File: src/rtl/apb_req_master_pkg.sv
// apb_req_master_pkg: state encoding and default widths for the request-to-APB bridge
package apb_req_master_pkg;
  localparam int ADDR_W = 8;
  localparam int DATA_W = 8;
  localparam int REQ_W  = 16;
  typedef enum logic [1:0] {IDLE, SETUP, ACCESS, DONE} state_e;
endpackage

File: src/rtl/apb_req_master.sv
// apb_req_master: converts a 4-phase req/ack handshake into single APB transfers
// Ports: pclk/preset (sync active-high); request side addr_req, req, wr_req, data_send,
// data_reciv, ack, complete; APB side paddr, pwrite, psel, penable, pwdata, prdata, pready.
// Optional APB_TIMEOUT_EN adds TIMEOUT_CYCLES and the timeout_err output.
module apb_req_master #(
  parameter int ADDR_W = apb_req_master_pkg::ADDR_W,
  parameter int DATA_W = apb_req_master_pkg::DATA_W,
`ifdef APB_TIMEOUT_EN
  parameter int TIMEOUT_CYCLES = 256,
`endif
  parameter int REQ_W  = apb_req_master_pkg::REQ_W
) (
  input  logic              pclk,
  input  logic              preset,
  input  logic [REQ_W-1:0]  addr_req,
  input  logic              req,
  input  logic              wr_req,
  input  logic [REQ_W-1:0]  data_send,
  output logic [REQ_W-1:0]  data_reciv,
  output logic              ack,
  output logic              complete,
  output logic [ADDR_W-1:0] paddr,
  output logic              pwrite,
  output logic              psel,
  output logic              penable,
  output logic [DATA_W-1:0] pwdata,
`ifdef APB_TIMEOUT_EN
  output logic              timeout_err,
`endif
  input  logic [DATA_W-1:0] prdata,
  input  logic              pready
);
  import apb_req_master_pkg::*;
  state_e state_q, state_d;
  logic [ADDR_W-1:0] paddr_q, paddr_d;
  logic [DATA_W-1:0] pwdata_q, pwdata_d;
  logic [REQ_W-1:0] data_reciv_q, data_reciv_d;
  logic pwrite_q, pwrite_d, psel_q, psel_d, penable_q, penable_d;
  logic ack_q, ack_d, complete_q, complete_d;
  logic unused_hi;
  assign unused_hi = ^{addr_req[REQ_W-1:ADDR_W], data_send[REQ_W-1:DATA_W]};
`ifdef APB_TIMEOUT_EN
  localparam int CW = $clog2(TIMEOUT_CYCLES) + 1;
  logic [CW-1:0] cnt_q, cnt_d;
  logic timeout_err_q, timeout_err_d;
  assign timeout_err = timeout_err_q;
`endif
  always_comb begin
    state_d = state_q;
    paddr_d = paddr_q;
    pwdata_d = pwdata_q;
    pwrite_d = pwrite_q;
    psel_d = psel_q;
    penable_d = penable_q;
    data_reciv_d = data_reciv_q;
    complete_d = complete_q;
    ack_d = 1'b0;
`ifdef APB_TIMEOUT_EN
    cnt_d = cnt_q;
    timeout_err_d = timeout_err_q;
`endif
    case (state_q)
      IDLE: if (req) begin
        paddr_d = addr_req[ADDR_W-1:0];
        pwdata_d = data_send[DATA_W-1:0];
        pwrite_d = wr_req;
        psel_d = 1'b1;
        penable_d = 1'b0;
        state_d = SETUP;
`ifdef APB_TIMEOUT_EN
        timeout_err_d = 1'b0;
`endif
      end
      SETUP: begin
        penable_d = 1'b1;
        state_d = ACCESS;
`ifdef APB_TIMEOUT_EN
        cnt_d = '0;
`endif
      end
      ACCESS: if (pready) begin
        data_reciv_d = pwrite_q ? data_reciv_q : REQ_W'(prdata);
        psel_d = 1'b0;
        penable_d = 1'b0;
        ack_d = 1'b1;
        complete_d = 1'b1;
        state_d = DONE;
      end
`ifdef APB_TIMEOUT_EN
      else if (cnt_q == CW'(TIMEOUT_CYCLES - 1)) begin
        data_reciv_d = pwrite_q ? data_reciv_q : '1;
        psel_d = 1'b0;
        penable_d = 1'b0;
        ack_d = 1'b1;
        complete_d = 1'b1;
        timeout_err_d = 1'b1;
        state_d = DONE;
      end else cnt_d = cnt_q + 1'b1;
`endif
      default: if (!req) begin
        complete_d = 1'b0;
        state_d = IDLE;
      end
    endcase
  end
  always_ff @(posedge pclk) begin
    if (preset) begin
      state_q <= IDLE;
      paddr_q <= '0;
      pwdata_q <= '0;
      pwrite_q <= 1'b0;
      psel_q <= 1'b0;
      penable_q <= 1'b0;
      data_reciv_q <= '0;
      ack_q <= 1'b0;
      complete_q <= 1'b0;
`ifdef APB_TIMEOUT_EN
      cnt_q <= '0;
      timeout_err_q <= 1'b0;
`endif
    end else begin
      state_q <= state_d;
      paddr_q <= paddr_d;
      pwdata_q <= pwdata_d;
      pwrite_q <= pwrite_d;
      psel_q <= psel_d;
      penable_q <= penable_d;
      data_reciv_q <= data_reciv_d;
      ack_q <= ack_d;
      complete_q <= complete_d;
`ifdef APB_TIMEOUT_EN
      cnt_q <= cnt_d;
      timeout_err_q <= timeout_err_d;
`endif
    end
  end
  assign paddr = paddr_q;
  assign pwdata = pwdata_q;
  assign pwrite = pwrite_q;
  assign psel = psel_q;
  assign penable = penable_q;
  assign data_reciv = data_reciv_q;
  assign ack = ack_q;
  assign complete = complete_q;
endmodule

File: config.mk
export PLATFORM = sky130hd
export DESIGN_NAME = apb_req_master
export DESIGN_NICKNAME = d
export VERILOG_FILES = /design/src/rtl/apb_req_master_pkg.sv /design/src/rtl/apb_req_master.sv
export SDC_FILE = /design/constraint.sdc
export NUM_CORES = 1
export LEC_CHECK = 0
export BUFFER_PORTS_ARGS = -buffer_cell sky130_fd_sc_hd__buf_2
export CAP_MARGIN = 20
export CORE_MARGIN = 4
export CORE_UTILIZATION = 45
export CTS_CLUSTER_SIZE = 12
export DETAILED_ROUTE_END_ITERATION = 6
export GPL_TIMING_DRIVEN = 0
export HOLD_SLACK_MARGIN = 0.03
export PLACE_DENSITY = 0.82
export SYNTH_ARGS = -nofsm -noshare
export SYNTH_HDL_FRONTEND = slang
export SYNTH_SLANG_ARGS = --single-unit
File: constraint.sdc
create_clock -name pclk -period 2.8 [get_ports pclk]
set_input_delay 0.56 -clock pclk [delete_from_list [all_inputs] [get_ports pclk]]
set_output_delay 0.56 -clock pclk [all_outputs]
set_load 0.02 [all_outputs]
==> results.md <==
| Result | Value | Unit |
|---|---|---|
| Fillcell total | 264 | - |
| Most frequently used flop master after synthesis | dfxtp_1 | - |
| Detail-routed via count per cell | 4.76 | - |
| Critical Path Source Type | flop | - |
| Post-synth EDFFs | 0 | - |
| Final setup violation count | 0 | - |
| CTS tree | done | - |
| Placement-stage cell area | 1650 | µm² |
| Iteration-0 DRC count of the detailed router | 19 | - |
| Post-Route Hold Slack | 455 | ps |
| Routed wirelength normalized by instance count | 11.2 | µm |
| Post-route ant nets | 0 | - |
| Required time reported for the critical path endpoint | 3050 | ps |
| Achievable frequency | 0.579 | GHz |
| Source of the worst hold timing path | paddr[4] | - |
| Number of levels the H-tree was split into | 2 | - |
| Number of pins with negative max-slew slack in the final report | 0 | - |
| Via count | 1,199 | - |
| Ports placed on the boundary | 82 | - |
| Clock network fraction of total power | 24.0 | % |
| GRT Overall Usage | 15.1 | % |
| Worst Setup End Kind | flop | - |
| Part of the Yosys area used for sequential elements | 47.9 | % |
| Total inserted antenna cells | 0 | - |
| Switching Share | 36.0 | % |
| Cell class contributing the biggest share of worst-path delay | buffers and inverters | - |
| Worst hold path endpoint | paddr[4] | - |
| Top cell type's share of synthesized area | 47.9 | % |
| Combinational fraction of design power | 37.8 | % |
| Y dimension of the die | 61.7 | µm |
| Synthesis-stage register bit count | 31 | - |
| Overall die area | 3800 | µm² |
| Cts-stage hold buffer count | 0 | - |
| Synth warnings | 0 | - |
| Final worst path period need | 1730 | ps |
| Library cell contributing the largest single delay on the critical path | dfxtp_1 | - |
| Sum of internal, switching and leakage power | 1.48 | mW |
| Total wire length | 2.81 | mm |
| Setup bufs post-CTS | 0 | - |
| Timing startpoint of the critical path | state_q[0] | - |
| Number of antenna violations at the first check in global routing | 0 | - |
| Post-DP HPWL | 2.22 | mm |
| Critical R2R Capture | pwdata[5] | - |
| Worst-path cell chain | inv_1 -> ha_1 -> nand2_1 -> clkbuf_1 -> nand2_1 -> a21oi_1 | - |
| Number of search-and-repair iterations in the first detailed-routing pass | 4 | - |
| Most used standard cell by instance count after synthesis | nand2_1 | - |
| Share of post-route cells with drive strength above 1 | 35.7 | % |
| Run status | complete, no violations | - |
| GRT Residual Overflow | 0 | - |
| Count of cells along the worst hold path | 2 | - |
| Total Neg Setup Slack | 0 | ps |
| WP buf/inv | 2 | - |
| Layout Area Growth over Synthesis | 33.7 | % |
| Internal power consumption | 950 | µW |
| Clock transition at the registers of the reported paths | 100 | ps |
| R2r worst-path depth | 6 | - |
| Post-CTS Resized | 0 | - |
| Sequential fraction of design power | 38.2 | % |
| Area of all placed cells without fillers | 1730 | µm² |
| Count of buffers inserted at the top-level ports | 57 | - |
| Count of different cell masters after synthesis | 26 | - |
| Path category of the worst min-delay check | reg -> reg | - |
| Number of placement rows | 19 | - |
| Area of the core | 2760 | µm² |
| Crit path top cell by count | nand2_1 | - |
| Most used standard cells in the synthesized netlist | nand2_1, dfxtp_1, a21oi_1 | - |
| Cell area after synthesis | 1300 | µm² |
| Start-to-end type of the worst setup path | reg -> reg | - |
| Fin crit share | 61.6 | % |
| Synth Instances | 149 | - |
| DR DRC count | 0 | - |
| Buffer depth of the longest clock path | 2 | - |
| Library cell occupying the most area in the post-synthesis netlist | dfxtp_1 | - |
| Number of buffers inserted during clock tree synthesis | 5 | - |
| Clock Latency Late Sink | 320 | ps |
| Synth Area per Inst | 8.70 | µm² |
| Pleak | 0.913 | nW |
| Routability congestion estimate from global placement | 0.764 | - |
| Final-stage net count | 270 | - |
| Clock Sink Count | 31 | - |
| Max cap viols | 0 | - |
| Critical path data arrival time | 1980 | ps |
| Global-route wire length before repair | 4.32 | mm |
| Effective utilization at floorplan | 47.0 | % |
| Final hold violation count | 0 | - |
| Slack of the worst reg-to-reg path | 1070 | ps |
| Net load switching power | 534 | µW |
| Chip width | 61.7 | µm |
| Ranking of synthesized cells by area | dfxtp_1, nand2_1, a21oi_1 | - |
| VDD IR max | 670 | µV |
| Largest fanout on the critical path | 10 | - |
| CP peak stage delay | 390 | ps |
| Share of synthesized flip-flops with an asynchronous set or reset | 0 | % |
| RSZ-0062 raised after global routing | no | - |
| Startpoint of the worst-slack reg-to-reg timing path | state_q[0] | - |
| Final worst clock skew | 4.28 | ps |
| Cell chosen for the clock root | clkbuf_4 | - |
| Via count of the first global-routing pass | 1,031 | - |
| Maximum number of pins on one net before global-route repair | 11 | - |
| Total power divided by cell area | 856 | nW/µm² |
## metrics by stage
| step | worst slack (ps) | std cells | util (%) |
|---|---|---|---|
| after floorplan | 1360 | 156 | - |
| after global placement | 1100 | 244 | 59.7 |
| after detailed placement | 1060 | 244 | 59.7 |
| after CTS | 1050 | 252 | 62.8 |
| after global routing | 854 | 252 | 62.8 |
| final | 1070 | 252 | 62.8 |
## registers in the layout (all words and copies together) (netlist names)
name,count
pwrite,1
state_q,2
penable,1
psel,1
ack,1
data_reciv,8
complete,1
pwdata,8
paddr,8
## layer usage
metal  global-route usage, %  wire [µm]  part of all wire, %
met2                    24.7       1360                   49
met4                    6.97         31                  1.1
met5                       0          0                    0
met3                    4.40        200                  7.1
met1                    18.3       1210                   43
## power by group through the flow
stage	clock network (mW)	registers, mW	logic, mW
finish	0.356	0.567	0.561
global route	0.388	0.576	0.628
CTS	0.368	0.566	0.564
detailed placement	0	0.576	0.561
global placement	0	0.572	0.549
floorplan	0	0.647	0.335
## how the worst max path moves through the flow
stage                            to  slack [ps]  depth (start not counted)
after floorplan            complete        1360                          5
after global placement    pwdata[6]        1100                          4
after detailed placement  pwdata[5]        1060                          6
after CTS                 pwdata[5]        1050                          6
after global routing      pwdata[5]         850                          6
final                     pwdata[5]        1070                          6
## cells by family after synthesis
| group | Yosys count | share of synthesized area, % |
|---|---|---|
| adders and majority gates | 5 | 4.83 |
| DFF | 31 | 47.9 |
| buffers and inverters | 19 | 8.30 |
| AOI/OAI and AO/OA | 26 | 12.3 |
| and+or+nand+nor | 58 | 19.5 |
| muxes | 9 | 6.95 |
| other | 1 | 0.289 |
## cells in the final DEF (no fill, tap or decap), drive strengths merged, types with 2 or more instances in the layout
cell type,count
ha,5
dfxtp,31
nand2,39
inv,4
buf,69
mux2i,9
nor2b,3
a21oi,19
clkbuf,9
conb,8
o41ai,2
nor2,10
## worst register-to-register path: stages (launching register included)
cell and delay [ps]:
dfxtp_1 390, inv_1 110, ha_1 300, nand2_1 240
clkbuf_1 370, nand2_1 100, a21oi_1 160
## layout make-up
cell class	instances	area [µm²]	area share, %
sequential	31	621	35.8
multi-input combinational	106	594	34.3
timing repair buffer	57	285	16.5
buffer	15	92.6	5.34
clock buffer	6	51.3	2.96
tap	31	38.8	2.24
clock inverter	2	35.0	2.02
inverter	4	15.0	0.866
(Power assumes the default switching activity.)
